File: src/rtl/mdu_pkg.sv
// Shared op codes and FSM state encodings
// for the iterative multiply/divide unit.
package mdu_pkg;

  typedef enum logic [2:0] {
    MUL    = 3'b000,
    MULH   = 3'b001,
    MULHSU = 3'b010,
    MULHU  = 3'b011,
    DIV    = 3'b100,
    DIVU   = 3'b101,
    REM    = 3'b110,
    REMU   = 3'b111
  } op_e;

  typedef enum logic [1:0] {
    IDLE   = 2'd0,
    CALC   = 2'd1,
    FINISH = 2'd2
  } state_e;

endpackage

File: src/rtl/mul_div_unit_if.sv
// Request/response bundle between a requester
// and the multiply/divide unit.
interface mul_div_unit_if #(
  parameter int WIDTH = 32
);
  logic             start;
  logic             flush;
  logic [2:0]       G;
  logic [WIDTH-1:0] A;
  logic [WIDTH-1:0] B;
  logic             ready;
  logic             done;
  logic [WIDTH-1:0] Result;
  logic             Z;

  modport master (
    output start, flush, G, A, B,
    input  ready, done, Result, Z
  );

  modport slave (
    input  start, flush, G, A, B,
    output ready, done, Result, Z
  );
endinterface

File: src/rtl/mdu_iter.sv
// One radix-2 step: shift-add multiply or
// restoring divide on unsigned magnitudes.
module mdu_iter #(
  parameter int WIDTH = 32
) (
  input  logic             is_div,
  input  logic [WIDTH-1:0] acc,
  input  logic [WIDTH-1:0] mq,
  input  logic [WIDTH-1:0] opnd,
  output logic [WIDTH-1:0] acc_nxt,
  output logic [WIDTH-1:0] mq_nxt
);

  logic [WIDTH:0] sum;
  logic [WIDTH:0] shl;
  logic [WIDTH:0] diff;

  always_comb begin
    sum  = {1'b0, acc} + (mq[0] ? {1'b0, opnd} : '0);
    shl  = {acc, mq[WIDTH-1]};
    diff = shl - {1'b0, opnd};
    if (is_div) begin
      // top bit of diff is the borrow: set when shl < divisor
      if (!diff[WIDTH]) begin
        acc_nxt = diff[WIDTH-1:0];
        mq_nxt  = {mq[WIDTH-2:0], 1'b1};
      end else begin
        acc_nxt = shl[WIDTH-1:0];
        mq_nxt  = {mq[WIDTH-2:0], 1'b0};
      end
    end else begin
      acc_nxt = sum[WIDTH:1];
      mq_nxt  = {sum[0], mq[WIDTH-1:1]};
    end
  end

endmodule

File: src/rtl/mul_div_unit.sv
// Iterative RV32M-style multiply/divide unit:
// FSM, step counter and sign handling.
module mul_div_unit
  import mdu_pkg::*;
#(
  parameter int WIDTH = 32,
  parameter int CNT_W = $clog2(WIDTH) + 1
) (
  input logic           clk,
  input logic           rst_n,
  mul_div_unit_if.slave bus
);

  localparam logic [WIDTH-1:0] MIN =
    {1'b1, {(WIDTH-1){1'b0}}};
  localparam logic [CNT_W-1:0] LAST =
    CNT_W'(WIDTH - 1);

  state_e           state;
  op_e              op;
  logic [CNT_W-1:0] cnt;
  logic [WIDTH-1:0] acc;
  logic [WIDTH-1:0] mq;
  logic [WIDTH-1:0] opnd;
  logic             neg;
  logic             fast;
  logic [WIDTH-1:0] fast_res;
  logic [WIDTH-1:0] result;
  logic             z;
  logic             done;
  logic             ready;

  logic             a_sgn, b_sgn;
  logic             a_neg, b_neg;
  logic [WIDTH-1:0] a_mag, b_mag;
  logic             by_zero, ovf;
  logic             fast_in, neg_in;
  logic [WIDTH-1:0] fast_val;

  always_comb begin
    a_sgn = 1'b0;
    b_sgn = 1'b0;
    unique case (1'b1)
      bus.G == MULH:   begin a_sgn = 1'b1; b_sgn = 1'b1; end
      bus.G == MULHSU: a_sgn = 1'b1;
      bus.G == DIV:    begin a_sgn = 1'b1; b_sgn = 1'b1; end
      bus.G == REM:    begin a_sgn = 1'b1; b_sgn = 1'b1; end
      default: ;
    endcase
    a_neg   = a_sgn & bus.A[WIDTH-1];
    b_neg   = b_sgn & bus.B[WIDTH-1];
    a_mag   = a_neg ? -bus.A : bus.A;
    b_mag   = b_neg ? -bus.B : bus.B;
    by_zero = bus.B == '0;
    ovf     = b_sgn & bus.G[2]
            & (bus.A == MIN) & (bus.B == '1);
    fast_in = bus.G[2] & (by_zero | ovf);
    // remainder follows the dividend sign only
    neg_in  = (bus.G[2] & bus.G[1]) ? a_neg
                                    : a_neg ^ b_neg;
    if (by_zero)
      fast_val = bus.G[1] ? bus.A : '1;
    else
      fast_val = bus.G[1] ? '0 : bus.A;
  end

  logic [WIDTH-1:0] acc_nxt, mq_nxt;

  mdu_iter #(.WIDTH(WIDTH)) u_iter (
    .is_div  (op[2]),
    .acc     (acc),
    .mq      (mq),
    .opnd    (opnd),
    .acc_nxt (acc_nxt),
    .mq_nxt  (mq_nxt)
  );

  logic [2*WIDTH-1:0] prod_c;
  logic [WIDTH-1:0]   quot_c, rem_c, res_fin;

  always_comb begin
    prod_c = neg ? -{acc, mq} : {acc, mq};
    quot_c = neg ? -mq : mq;
    rem_c  = neg ? -acc : acc;
    if (fast)
      res_fin = fast_res;
    else if (op[2])
      res_fin = op[1] ? rem_c : quot_c;
    else if (op == MUL)
      res_fin = prod_c[WIDTH-1:0];
    else
      res_fin = prod_c[2*WIDTH-1:WIDTH];
  end

  always_ff @(posedge clk) begin
    if (!rst_n) begin
      state    <= IDLE;
      op       <= MUL;
      cnt      <= '0;
      acc      <= '0;
      mq       <= '0;
      opnd     <= '0;
      neg      <= 1'b0;
      fast     <= 1'b0;
      fast_res <= '0;
      result   <= '0;
      z        <= 1'b1;
      done     <= 1'b0;
      ready    <= 1'b1;
    end else begin
      done <= 1'b0;
      if (bus.flush) begin
        state <= IDLE;
        ready <= 1'b1;
      end else begin
        unique case (state)
          IDLE: begin
            if (bus.start) begin
              op       <= op_e'(bus.G);
              acc      <= '0;
              mq       <= a_mag;
              opnd     <= b_mag;
              neg      <= neg_in;
              fast     <= fast_in;
              fast_res <= fast_val;
              cnt      <= '0;
              ready    <= 1'b0;
              state    <= fast_in ? FINISH : CALC;
            end
          end
          CALC: begin
            acc <= acc_nxt;
            mq  <= mq_nxt;
            cnt <= cnt + 1'b1;
            if (cnt == LAST) state <= FINISH;
          end
          FINISH: begin
            result <= res_fin;
            z      <= res_fin == '0;
            done   <= 1'b1;
            ready  <= 1'b1;
            state  <= IDLE;
          end
          default: begin
            state <= IDLE;
            ready <= 1'b1;
          end
        endcase
      end
    end
  end

  assign bus.ready  = ready;
  assign bus.done   = done;
  assign bus.Result = result;
  assign bus.Z      = z;

endmodule

File: src/flat_wrapper.sv
// flat-port wrapper written by rule: the top's interface ports become plain ports
module mul_div_unit_flat import mdu_pkg::*;
#(
  parameter int WIDTH = 32,
  parameter int CNT_W = $clog2(WIDTH) + 1
)
  (clk, rst_n, bus_start, bus_flush, bus_G, bus_A, bus_B, bus_ready, bus_done, bus_Result, bus_Z);
  mul_div_unit_if #(.WIDTH(WIDTH)) bus_i ();
  input logic clk;
  input logic rst_n;
  input wire logic [$bits(bus_i.start)-1:0] bus_start;
  input wire logic [$bits(bus_i.flush)-1:0] bus_flush;
  input wire logic [$bits(bus_i.G)-1:0] bus_G;
  input wire logic [$bits(bus_i.A)-1:0] bus_A;
  input wire logic [$bits(bus_i.B)-1:0] bus_B;
  output wire logic [$bits(bus_i.ready)-1:0] bus_ready;
  output wire logic [$bits(bus_i.done)-1:0] bus_done;
  output wire logic [$bits(bus_i.Result)-1:0] bus_Result;
  output wire logic [$bits(bus_i.Z)-1:0] bus_Z;
  assign bus_i.start = bus_start;
  assign bus_i.flush = bus_flush;
  assign bus_i.G = bus_G;
  assign bus_i.A = bus_A;
  assign bus_i.B = bus_B;
  assign bus_ready = bus_i.ready;
  assign bus_done = bus_i.done;
  assign bus_Result = bus_i.Result;
  assign bus_Z = bus_i.Z;
  mul_div_unit #(.WIDTH(WIDTH), .CNT_W(CNT_W)) u_core (.clk(clk), .rst_n(rst_n), .bus(bus_i));
endmodule
File: config.mk
export PLATFORM = sky130hd
export DESIGN_NAME = mul_div_unit_flat
export DESIGN_NICKNAME = d
export VERILOG_FILES = /design/src/rtl/mdu_pkg.sv /design/src/rtl/mul_div_unit_if.sv /design/src/rtl/mdu_iter.sv /design/src/rtl/mul_div_unit.sv /design/src/flat_wrapper.sv
export SDC_FILE = /design/constraint.sdc
export NUM_CORES = 1
export LEC_CHECK = 0
export ABC_AREA = 1
export CORE_UTILIZATION = 30
export CTS_BUF_LIST = sky130_fd_sc_hd__clkbuf_8
export DETAILED_ROUTE_END_ITERATION = 8
export GPL_TIMING_DRIVEN = 1
export MAX_ROUTING_LAYER = met4
export PLACE_DENSITY = 0.52
export SLEW_MARGIN = 25
export SYNTH_ARGS = -nofsm -noshare
export SYNTH_HDL_FRONTEND = slang
export SYNTH_SLANG_ARGS = --single-unit
File: constraint.sdc
create_clock -name clk -period 3.7 [get_ports clk]
set_clock_uncertainty 0.1 [all_clocks]
set_input_delay 0.37 -clock clk [delete_from_list [all_inputs] [get_ports clk]]
set_output_delay 0.37 -clock clk [all_outputs]
set_load 0.02 [all_outputs]
==> metrics.csv <==
metric;value;unit
Data required, critical path;4.11;ns
remaining antenna violation count;0;
Root Buffer;clkbuf_8;
# rows;89;
ys flop type;dfxtp_1;
pwr dens;276;nW/um2
Hold Path Class;input pin to flip-flop;
number of DRC markers in iteration 0;2234;
most common cell after layout, fill and taps aside;nand2_1;
Pint;3.18;mW
Worst IR Drop VDD;0.357;mV
Die Ht;247;um
dpl hpwl;62.1;mm
clk_lat worst skew;0.57;ns
setup bufs post-CTS;0;
htree depth;4;
Avg Synthesized Cell Area;5.61;um2
first-pass GRT wire length;120;mm
switch share;0.436;
fin. max-slew vios;0;
outcome;finished with violations;
FF/Latch Area;3530;um2
CTS tree;yes;
Fin. Hold Viols;0;
crit path kind;flip-flop to flip-flop;
Max-Cap Viols;0;
gpl congestion;0.998;
largest net degree at the start of global routing;76;
Synth Register Bits;176;
Total GRT Usage;0.267;
clock buffer depth;2;
Synthesized Nets;3348;
Clk pwr share;0.257;
wirelength, routed;78.7;mm
Synth cell types;60;
Slew Limit Headroom;0.311;
Pre-Repair DR Iteration Count;8;
synth warn;0;
# setup viols final;0;
CTS Sinks;176;
asr flop ratio synth;0;
commonest non-fill, non-tap cells in the layout;876 x nand2_1, 423 x inv_1, 348 x nand3_1;
drc violations;2;
Initial Utilization;0.304;
area of the multi-input gates;12200;um2
hold-fix buffers at CTS;0;
RSZ-0062 raised after global routing;false;
cells on worst reg2reg path;15;
via count of the routed design;21300;
Startpoint Class;flip-flop;
NumNets Final;3414;
drt wl/cell;19.4;um
CTS-repair resized insts;0;
initial antenna violation count;1;
PortBufs;105;
Worst-path clk slew;0.11;ns
Die Span X;247;um
crit-path max FO;33;
number of enable flip-flop cells after synthesis;0;
fmax;311;MHz
GRT Residual Overflow;0;
total power;5.64;mW
setup TNS;0;ns
Net Switching;2.46;mW
layout cells sized above 1;0.0627;
min Tclk post-route;3.21;ns
die area;60900;um2
CTS Buf Count;17;
Gate power share;0.378;
Worst-Margin Slew;1.03;ns
Synth Instances;3205;
CP Capture Type;flip-flop;
Tcrit/Tclk final;0.868;
area growth from synthesis to layout;13.7;%
CORE AREA;59100;um2
vias in the first global route;19500;
vias per std cell;5.25;
synthesized cell area;18000;um2
static leakage;9.57;nW
sequential cell area fraction in the yosys report;0.196;
critical path data arrival time;3.62;ns
IO Count;106;
failing checks;DRC;
hold path depth;3;
Reg power frac;0.365;
FILL cells;6703;
==> kinds of logic after synthesis <==
| family | after synthesis | synth area share |
|---|---|---|
| xor+xnor | 40 | 0.0195 |
| simple gates | 1656 | 0.398 |
| compound gates | 694 | 0.212 |
| buf+inv | 567 | 0.124 |
| flops | 176 | 0.196 |
| fa+ha+maj | 72 | 0.0510 |
==> flip-flops by register name (all words and copies together) (netlist names) <==
signal	count
u_core.cnt	6
u_core.mq	32
u_core.bus.done	1
u_core.opnd	32
u_core.state	2
u_core.bus.Z	1
u_core.bus.ready	1
u_core.acc	32
u_core.fast_res	32
u_core.bus.Result	32
u_core.neg	1
u_core.op	3
u_core.fast	1
==> metrics by stage <==
step           setup WS (ns)  hold slack, ns  cell area (um2)  instances  utilization
2_1_floorplan          0.847           0.324            18000       3205            -
3_3_place_gp           0.528           0.341            20000       4025        0.339
3_5_place_dp           0.472           0.343            20000       4025        0.339
4_1_cts                0.513           0.126            20400       4057        0.345
5_1_grt                0.233           0.174            20400       4058        0.345
6_report               0.487           0.201            20400       4058        0.345
==> cells in the mapped netlist, types with 12 or more instances <==
cell / n / area, um2
nand2_2: 17 / 106
clkbuf_1: 96 / 360
dfxtp_1: 176 / 3520
o22ai_1: 12 / 75.1
o21ai_0: 286 / 1430
xor2_1: 30 / 263
nand3_1: 348 / 1740
a31oi_1: 30 / 188
o211ai_1: 14 / 105
inv_1: 423 / 1590
a21oi_1: 265 / 1330
ha_1: 70 / 876
buf_2: 25 / 125
nor2_1: 269 / 1010
nand2_1: 876 / 3290
o21ai_1: 16 / 80.1
nor2_2: 17 / 106
nor3_1: 36 / 180
nand4_1: 36 / 225
==> worst max-delay path, stage by stage, from the launching register on <==
cell and delay, ns:
dfxtp_1 0.54, inv_1 0.22, fa_1 0.50, o21ai_2 0.25, a21oi_2 0.13, o21ai_2 0.20, nand2_1 0.09, nand2_2 0.10
nand2_2 0.08, nand2_2 0.10, nand2_2 0.06, nand2_4 0.35, nand2_1 0.09, nand3_1 0.12, nand3_1 0.08, a21oi_1 0.14
==> area by class of cell <==
class / instances / area share
Sequential cell: 176 / 0.173
Clock inverter: 14 / 0.00723
Multi-Input combinational cell: 2462 / 0.599
Tap cell: 773 / 0.0474
Inverter: 434 / 0.0801
Clock buffer: 18 / 0.0121
Timing Repair Buffer: 180 / 0.0810
Antenna cell: 1 / 0.000123
==> layer usage <==
layer / routed length, um / vias to the layer above / track usage
met5: 0 / - / -
met2: 33900 / 775 / 0.394
met3: 6040 / 83 / 0.0444
li1: - / 10600 / -
met1: 37000 / 9822 / 0.373
met4: 1750 / 0 / 0.0714
==> power by group through the flow <==
stage / logic, mW / clock network [mW] / registers (mW)
2_1_floorplan: 1.37 / 0 / 2.06
3_3_place_gp: 2.10 / 0 / 2.10
3_5_place_dp: 2.09 / 0 / 2.10
4_1_cts: 2.10 / 1.51 / 2.06
5_1_grt: 2.35 / 1.57 / 2.07
6_report: 2.13 / 1.45 / 2.06
==> final timing paths <==
kind / start / to / slack [ns]
setup / recovery: u_core.acc[0]$_SDFFE_PN0P_ / u_core.acc[19]$_SDFFE_PN0P_ / 0.49
hold / removal: bus_G[1] / u_core.fast_res[28]$_SDFFE_PN0P_ / 0.20
setup reg to reg: u_core.acc[0]$_SDFFE_PN0P_ / u_core.acc[19]$_SDFFE_PN0P_ / 0.49
hold reg to reg: u_core.cnt[5]$_SDFFE_PN0P_ / u_core.cnt[5]$_SDFFE_PN0P_ / 0.37
(Power assumes the default switching activity.)
